**src/rtl/fighter_meter.sv**
```systemverilog
// Health and special-meter tracker for one fighter, advanced once per frame tick.
// Optional passive meter regeneration is enabled by defining METER_REGEN_EN.
module fighter_meter #(
    parameter int MAX_HP    = 200,
    parameter int PUNCH_DMG = 10,
    parameter int BLOCK_DMG = 2,
    parameter int SPESH_DMG = 40,
    parameter int IFRAMES   = 8,
    parameter int METER_HIT = 10,
    parameter int METER_DIV = 4
) (
    input  logic       Clk,
    input  logic       Reset_n,
    input  logic       frame_clk,
    input  logic       opp_hit,
    input  logic       opp_spesh,
    input  logic       blocking,
    input  logic       own_hit,
    input  logic       spesh_start,
    input  logic       round_start,
    output logic [9:0] health,
    output logic [9:0] BS,
    output logic       isdead,
    output logic       ko,
    output logic       invuln,
    output logic [1:0] state_dbg
);

    typedef enum logic [1:0] {
        FIGHT  = 2'd0,
        IFRAME = 2'd1,
        DEAD   = 2'd2
    } state_t;

    localparam logic [9:0]  HP_INIT  = 10'(MAX_HP);
    localparam logic [10:0] BS_MAX   = 11'd200;
    localparam logic [10:0] PUNCH_W  = 11'(PUNCH_DMG);
    localparam logic [10:0] BLOCK_W  = 11'(BLOCK_DMG);
    localparam logic [10:0] SPESH_W  = 11'(SPESH_DMG);
    localparam logic [10:0] HIT_GAIN = 11'(METER_HIT);
    localparam logic [7:0]  IFR_LOAD = 8'(IFRAMES);

    state_t      state_q, state_d;
    logic        frame_clk_q, frame_clk_d;
    logic        seen_low_q, seen_low_d;
    logic        tick_q, tick_d;
    logic [9:0]  health_q, health_d;
    logic [9:0]  bs_q, bs_d;
    logic [7:0]  ifr_cnt_q, ifr_cnt_d;
    logic        ko_q, ko_d;

    logic [10:0] dmg;
    logic [10:0] hp_diff;
    logic [10:0] gain;
    logic [10:0] bs_sum;

`ifdef METER_REGEN_EN
    localparam logic [7:0] DIV_LAST = 8'(METER_DIV - 1);
    logic [7:0] div_cnt_q, div_cnt_d;
`endif

    // A tick needs frame_clk seen low since reset, so a release mid-frame
    // cannot fake a rising edge.
    always_comb begin
        frame_clk_d = frame_clk;
        seen_low_d  = seen_low_q | ~frame_clk;
        tick_d      = frame_clk & ~frame_clk_q & seen_low_q;
    end

    always_comb begin
        state_d   = state_q;
        health_d  = health_q;
        bs_d      = bs_q;
        ifr_cnt_d = ifr_cnt_q;
        ko_d      = 1'b0;
        dmg       = 11'd0;
        hp_diff   = 11'd0;
        gain      = 11'd0;
        bs_sum    = 11'd0;
`ifdef METER_REGEN_EN
        div_cnt_d = div_cnt_q;
`endif
        if (tick_q) begin
            if (round_start) begin
                state_d   = FIGHT;
                health_d  = HP_INIT;
                bs_d      = 10'd0;
                ifr_cnt_d = 8'd0;
`ifdef METER_REGEN_EN
                div_cnt_d = 8'd0;
`endif
            end else if (state_q != DEAD) begin
                gain = own_hit ? HIT_GAIN : 11'd0;
`ifdef METER_REGEN_EN
                if (div_cnt_q >= DIV_LAST) begin
                    div_cnt_d = 8'd0;
                    gain      = gain + 11'd1;
                end else begin
                    div_cnt_d = div_cnt_q + 8'd1;
                end
`endif
                bs_sum = {1'b0, bs_q} + gain;
                if (spesh_start) begin
                    bs_d = 10'd0;
                end else if (bs_sum > BS_MAX) begin
                    bs_d = BS_MAX[9:0];
                end else begin
                    bs_d = bs_sum[9:0];
                end

                if (state_q == IFRAME) begin
                    if (ifr_cnt_q <= 8'd1) begin
                        ifr_cnt_d = 8'd0;
                        state_d   = FIGHT;
                    end else begin
                        ifr_cnt_d = ifr_cnt_q - 8'd1;
                    end
                end else begin
                    if (opp_spesh) begin
                        dmg = SPESH_W;
                    end else if (opp_hit) begin
                        dmg = blocking ? BLOCK_W : PUNCH_W;
                    end
                    hp_diff = {1'b0, health_q} - dmg;
                    // Sign bit of the 11-bit difference flags an underflow.
                    if (dmg != 11'd0) begin
                        if (hp_diff[10] || hp_diff == 11'd0) begin
                            health_d  = 10'd0;
                            state_d   = DEAD;
                            ko_d      = 1'b1;
                            ifr_cnt_d = 8'd0;
                        end else begin
                            health_d  = hp_diff[9:0];
                            state_d   = IFRAME;
                            ifr_cnt_d = IFR_LOAD;
                        end
                    end
                end
            end
        end
    end

    always_ff @(posedge Clk or negedge Reset_n) begin
        if (!Reset_n) begin
            frame_clk_q <= 1'b0;
            seen_low_q  <= 1'b0;
            tick_q      <= 1'b0;
            state_q     <= FIGHT;
            health_q    <= HP_INIT;
            bs_q        <= 10'd0;
            ifr_cnt_q   <= 8'd0;
            ko_q        <= 1'b0;
`ifdef METER_REGEN_EN
            div_cnt_q   <= 8'd0;
`endif
        end else begin
            frame_clk_q <= frame_clk_d;
            seen_low_q  <= seen_low_d;
            tick_q      <= tick_d;
            state_q     <= state_d;
            health_q    <= health_d;
            bs_q        <= bs_d;
            ifr_cnt_q   <= ifr_cnt_d;
            ko_q        <= ko_d;
`ifdef METER_REGEN_EN
            div_cnt_q   <= div_cnt_d;
`endif
        end
    end

    assign health    = health_q;
    assign BS        = bs_q;
    assign isdead    = (state_q == DEAD);
    assign invuln    = (state_q == IFRAME);
    assign ko        = ko_q;
    assign state_dbg = state_q;

endmodule

```
**config.mk**
```make
export PLATFORM = sky130hd
export DESIGN_NAME = fighter_meter
export DESIGN_NICKNAME = d
export VERILOG_FILES = /design/src/rtl/fighter_meter.sv
export SDC_FILE = /design/constraint.sdc
export NUM_CORES = 1
export LEC_CHECK = 0
export ABC_AREA = 1
export CORE_ASPECT_RATIO = 1.25
export CORE_MARGIN = 1
export CORE_UTILIZATION = 40
export DETAILED_ROUTE_END_ITERATION = 10
export PLACE_DENSITY = 0.7
export SYNTH_ARGS = -nofsm -noshare
export SYNTH_HDL_FRONTEND = slang
export SYNTH_SLANG_ARGS = --single-unit
```
**constraint.sdc**
```tcl
create_clock -name Clk -period 4.3 [get_ports Clk]
set_input_delay 0.86 -clock Clk [delete_from_list [all_inputs] [get_ports Clk]]
set_output_delay 0.86 -clock Clk [all_outputs]
set_load 0.1 [all_outputs]
```
======== Yosys cells after proc, flatten, opt, wreduce, memory -nomap -nowiden ========
Cells that the tools add are included.
word-level totals
  bits in registers ....................... 34
  input bits .............................. 9
  output and inout port bits .............. 25
  word-level logic and storage cells ...... 68
operators by class
  $add $sub $neg .......................... 3
  $lt $le $gt $ge ......................... 2
  equal/unequal tests ..................... 5
  mux-type cells .......................... 35
  bitwise gates (word level) .............. 5
  reductions and logical operators ........ 10
operators by type and width
  operator               count
  $mux W10               9
  $mux W11               4
  $mux W8                5
  $mux W4                4
  $mux W2                6
  $add A10 B4 Y11        1
  $gt A11 B8 Y1 const B  1
  $logic_not A11 Y1      1
  $reduce_bool A11 Y1    1
  $sub A10 B11 Y11       1
  $le A8 B1 Y1 const B   1
  $reduce_and A4 Y1      2
  $sub A8 B1 Y8 const B  1
  $mux W1                6
  $mux W6                1
  $ne A2 B2 Y1 const B   2
  $reduce_bool A2 Y1     2
  $ne A3 B2 Y1 const B   1
  $reduce_and A3 Y1      1
  $reduce_bool A3 Y1     1
  $and A1 B1 Y1          2
  $eq A2 B1 Y1 const B   1
  $eq A2 B2 Y1 const B   1
  $not A1 Y1             2
  3 further kinds        3

======== Logic depth before layout (Yosys ltp) ========
  depth after elaboration ................. 16
  depth in mapped cells ................... 18
  depth with buffers taken out ............ 18

======== Worst setup path after synthesis ========
No wires, ideal clock.
  path type ............................... reg-to-reg
  start point ............................. register state_q[1], in the netlist state_dbg[1]
  end point ............................... register ifr_cnt_q[2]
  setup time .............................. 77 ps
  arrival time ............................ 3208 ps
  data required time ...................... 4223 ps
  path slack .............................. 1015 ps
  stages on the path, launching flop included .. 11
  buffers on the path ..................... 0
  period minus slack after synthesis ...... 3285 ps
  path through ............................ dfrtp_1 inv_1 nor2_1 nand2_2 nand2_4 nor2_2 inv_2 nor2_4 inv_2 o21ai_0 a21oi_1
on the way
  longest elaborated chain between the ends .. 4
  elaborated cells on any way between the ends .. 8
  classes of those cells .................. eq/ne: 2; mux: 3; reduce/logical: 3
RTL lines
  what                      RTL line  source
  start: declaration        43        state_t state_q, state_d;
  start signal: assignment  160       state_q <= state_d;
  $eq A2 B1 Y1              111       if (state_q == IFRAME) begin
  $mux W8                   111
  $mux W8                   92        end else if (state_q != DEAD) begin
  $mux W8                   84        if (round_start) begin
  end signal: assignment    163       ifr_cnt_q <= ifr_cnt_d;
  end: declaration          49        logic [7:0] ifr_cnt_q, ifr_cnt_d;
Several ways; a longest one is shown, not always the timed one. The select of a mux whose other input is x is not followed.
A chain may end at the register's enable or synchronous reset.

======== Worst setup path in the final report ========
  start point ............................. register state_q[1], in the netlist state_dbg[1]
  end point ............................... output invuln
on the way
  longest elaborated chain between the ends .. 1
RTL lines
  what              RTL line  source
  $eq A2 B1 Y1      174       assign invuln = (state_q == IFRAME);
  end: declaration  25        output logic invuln,
No other way between the ends.

==> results.txt <==
- The worst register-to-register path ends at state_dbg[1].
- Routed Wire Length: 4150 um
- Clock-pin slew on the worst setup and hold paths: roughly 0.060 ns
- For this design the ratio of total power to cell area is 565 nW/um^2.
- Class of the tightest hold or removal check: reg2reg
- Buf+Inv Stages, Crit Path: 3
* Total CTS buffers: 5
- The worst setup path is launched from a register.
- Area share of the largest cell type after synthesis: 0.368
- The worst hold path terminates at tick_q.
* Average via count per standard cell: 4.78
- CP max stage delay: 1.14 ns
- The number of antenna violations at the first check in global routing is 0.
- TritonCTS built the clock tree.
* Least-Margin Pin Slew: between 0.9 and 1 ns
* Leakage dissipation: 1.24 nW
- For this design the top-level I/O count stands at 34.
- Family with the most delay on the worst path: buffers and inverters
- The first global-routing pass estimated 7160 um of wire.
- Fraction of registers with async set/reset: 1.00
* Relative slew margins: 0.348
- For this run, the detailed router's first-pass iteration total came to 5.
* Share of the yosys chip area belonging to registers: 0.408
- Slowest library cell on the worst path: sky130_fd_sc_hd__clkdlybuf4s50_1
- Counting instances, the worst hold path has a depth of 1.
* Max Fclk: 330 MHz
* Deepest clock path buffer count: 2
- For this run, the total global-route usage over all layers was measured as 0.177.
- The most used flip-flop cell after synthesis is sky130_fd_sc_hd__dfrtp_1.
- Entering global routing, the biggest net connects 33 pins.
- Clk Latency, worst-skew pair: a little under 0.3 ns
- TritonCTS Sinks: 32
- The global routing stage identified its most utilized layer as met2.
* Setup bufs post-CTS: 0
- The floorplan step defined a core boundary enclosing 4730 sq um.
* Synthesized instance count: between 200 and 300
- Hold timing on the final database bottoms out at a slack of 0.391 ns.
* Crit-path most repeated cell: sky130_fd_sc_hd__inv_1
* Req. time, crit path: 3.44 ns
- For met2 alone, demand over resource in global routing was 0.311.
* Antenna cell count: 0
* Register-to-Register Path Depth: 16
* CTS HTree Levels: 2
- The net count of the finished layout is 322.
- For this run, global-route usage on met3 was measured as 0.0355.
- Final weighted congestion in routability-driven placement: 0.873
* Yosys warns: 0
- Vias in the first global route: 1666
- The tree is rooted in a sky130_fd_sc_hd__clkbuf_8.
* Gates resized, CTS repair: 0
- Critical path peak fanout: 5
- Outcome: completed
- After detailed routing, the average wire length per cell comes to roughly 11 um.
* Cts-stage hold buffer count: 0
- After synthesis, the cell types taking the most area are sky130_fd_sc_hd__dfrtp_1 (37%), sky130_fd_sc_hd__nand2_1 (16%), sky130_fd_sc_hd__inv_1 (6.5%).
- Between clock sinks in the finished design, the worst skew comes to approximately 0.0083 ns.
- In the routed design, unresolved DRC markers number 0.
- Hold path startpoint: frame_clk_q
- Starting DRC count in detailed routing: roughly 110
- Number of nets with antenna violations after detailed routing: 0
- Dominant cell type by area after synthesis: sky130_fd_sc_hd__dfrtp_1
- Total number of vias: ~1700
- Aggregate negative setup slack: 0 ns
* Share of the core filled with cells: 0.521
- Leading cell types by count after synthesis: sky130_fd_sc_hd__nand2_1 (86), sky130_fd_sc_hd__inv_1 (34), sky130_fd_sc_hd__dfrtp_1 (29), sky130_fd_sc_hd__nor2_1 (24), sky130_fd_sc_hd__nand3_1 (17)
- The routed design could run at a clock period as short as 3.03 ns.
- After synthesis, the mean cell area works out to 7.42 sq um.
* Worst reg2reg startpoint: health[1]
* Fraction of layout cells with a size suffix above 1: 0.111
* Count of flip-flops with a built-in enable after synthesis: 0
- The initial utilization of the core area, before any placement, comes to 0.417.
- Most frequently used cell type in the post-synthesis netlist: sky130_fd_sc_hd__nand2_1
- Synthesized area: 1970 sq um
- The worst setup path is of the reg2out kind.
* Worst voltage drop across the vdd grid: about 0.25 mV
- Setup repair after global routing left no endpoint under its margin.
* Period Utilization, post-route: 0.704
- Cell-by-cell listing of the critical path: inv_1 -> nand2_1 -> inv_1 -> clkdlybuf4s50_1
- Met1 usage in global routing: 0.212
- After synthesis the netlist holds a flip-flop and latch count of 32.
- Site Rows: 28
* Element type at the critical path end: primary output
* HPWL after detailed placement: 3170 um
- Measured along the x axis, the die boundary spans 64.8 um.
- Crit path arrival time: 2.17 ns
- The netlist uses 31 different library cells.
- The setup check on the worst reg-to-reg path leaves a slack of 2.21 ns.
- Endpoints failing setup: 0
- Number of buffers inserted by port buffering: 31
* Max-slew violation count: 0
- From bottom edge to top edge, the die measures roughly 81 um.
* Die Outline Area: 5220 sq um
- Max Cap Violations: 0
- Synthesis-to-layout area growth: 24.8%
- The number of hold violations in the final report was 0.
- Residual overflow from global routing: 0
==> worst register-to-register path: stages, from the launching register on <==
cell                      delay (ns)
sky130_fd_sc_hd__dfrtp_1        0.37
sky130_fd_sc_hd__inv_1          0.06
sky130_fd_sc_hd__ha_1           0.20
sky130_fd_sc_hd__ha_1           0.20
sky130_fd_sc_hd__inv_1          0.06
sky130_fd_sc_hd__nand2_1        0.06
sky130_fd_sc_hd__nand2_1        0.08
sky130_fd_sc_hd__nand2_2        0.08
sky130_fd_sc_hd__nand2_1        0.10
sky130_fd_sc_hd__nand2_1        0.06
sky130_fd_sc_hd__nor2_1         0.08
sky130_fd_sc_hd__nand2_1        0.05
sky130_fd_sc_hd__nor2_1         0.08
sky130_fd_sc_hd__nand2_1        0.13
sky130_fd_sc_hd__nand2_1        0.18
sky130_fd_sc_hd__nand3_1        0.15
sky130_fd_sc_hd__nand2_1        0.09
==> cell families (layout without fill, tap and decap cells) <==
kind of cell    Yosys count  after routing  synth area share
compound gates           30             30            0.0869
xor+xnor                  5              5            0.0222
fa+ha+maj                 9              9            0.0571
buf+inv                  40             78            0.0812
flops                    32             32             0.408
other cells               1              2           0.00190
simple gates            149            149             0.343
==> metrics by stage <==
stage	cells	setup slack, ns	power (W)	cell area (sq um)
6_report	365	1.27	0.00139	2460
5_1_grt	365	1.21	0.00148	2460
2_1_floorplan	267	1.01	0.000960	1980
3_5_place_dp	357	1.19	0.00111	2350
3_3_place_gp	357	1.30	0.00110	2350
4_1_cts	365	1.25	0.00140	2460
==> power by group <==
group          total, W  switching [W]  internal [W]
Sequential     0.000429      0.0000609      0.000368
Combinational  0.000674       0.000485      0.000190
Clock          0.000287       0.000115      0.000172
==> per-layer routing <==
metal,vias to the layer above,wire (um)
met5,-,0
met2,27,2060
li1,912,-
met4,0,61
met1,798,1920
met3,6,112
==> area by class of cell <==
type	count	area, sq um
flip-flops and latches	32	805
fillers	466	2270
clock inverters	2	35.0
well taps	60	75.1
multi-input cells	195	1010
repair buffers	32	318
clock buffers	6	72.6
inverters	38	145
==> flip-flops by register name (all words and copies together) (netlist names) <==
signal,count
ko,1
health,9
seen_low_q,1
state_dbg,2
ifr_cnt_q,8
frame_clk_q,1
BS,9
tick_q,1
==> cells in the final DEF (no fill, tap or decap), types with 2 or more instances in the layout <==
cell type and instances:
sky130_fd_sc_hd__dfstp_2 3, sky130_fd_sc_hd__nor2_1 24, sky130_fd_sc_hd__o22ai_1 3, sky130_fd_sc_hd__clkbuf_8 5, sky130_fd_sc_hd__nor2_4 4, sky130_fd_sc_hd__nand2_1 86
sky130_fd_sc_hd__conb_1 2, sky130_fd_sc_hd__xnor2_1 3, sky130_fd_sc_hd__o21ai_1 3, sky130_fd_sc_hd__inv_2 3, sky130_fd_sc_hd__xor2_1 2, sky130_fd_sc_hd__nand2_2 3
sky130_fd_sc_hd__nand3_1 17, sky130_fd_sc_hd__nor3_1 3, sky130_fd_sc_hd__o21ai_2 3, sky130_fd_sc_hd__o21ai_0 11, sky130_fd_sc_hd__nor2_2 5, sky130_fd_sc_hd__ha_1 9
sky130_fd_sc_hd__clkdlybuf4s50_1 31, sky130_fd_sc_hd__inv_1 34, sky130_fd_sc_hd__a21oi_1 8, sky130_fd_sc_hd__dfrtp_1 29
==> worst max-delay path by stage <==
stage / start / endpoint / slack [ns] / cells after the start
6_report: state_dbg[1] / invuln / 1.27 / 4
5_1_grt: state_dbg[1] / invuln / 1.21 / 4
4_1_cts: state_dbg[1] / invuln / 1.25 / 4
3_5_place_dp: opp_spesh / ifr_cnt_q[3] / 1.19 / 18
3_3_place_gp: opp_spesh / ifr_cnt_q[3] / 1.30 / 18
2_1_floorplan: state_dbg[1] / ifr_cnt_q[2] / 1.01 / 10
Power figures use the tool's default switching activity.
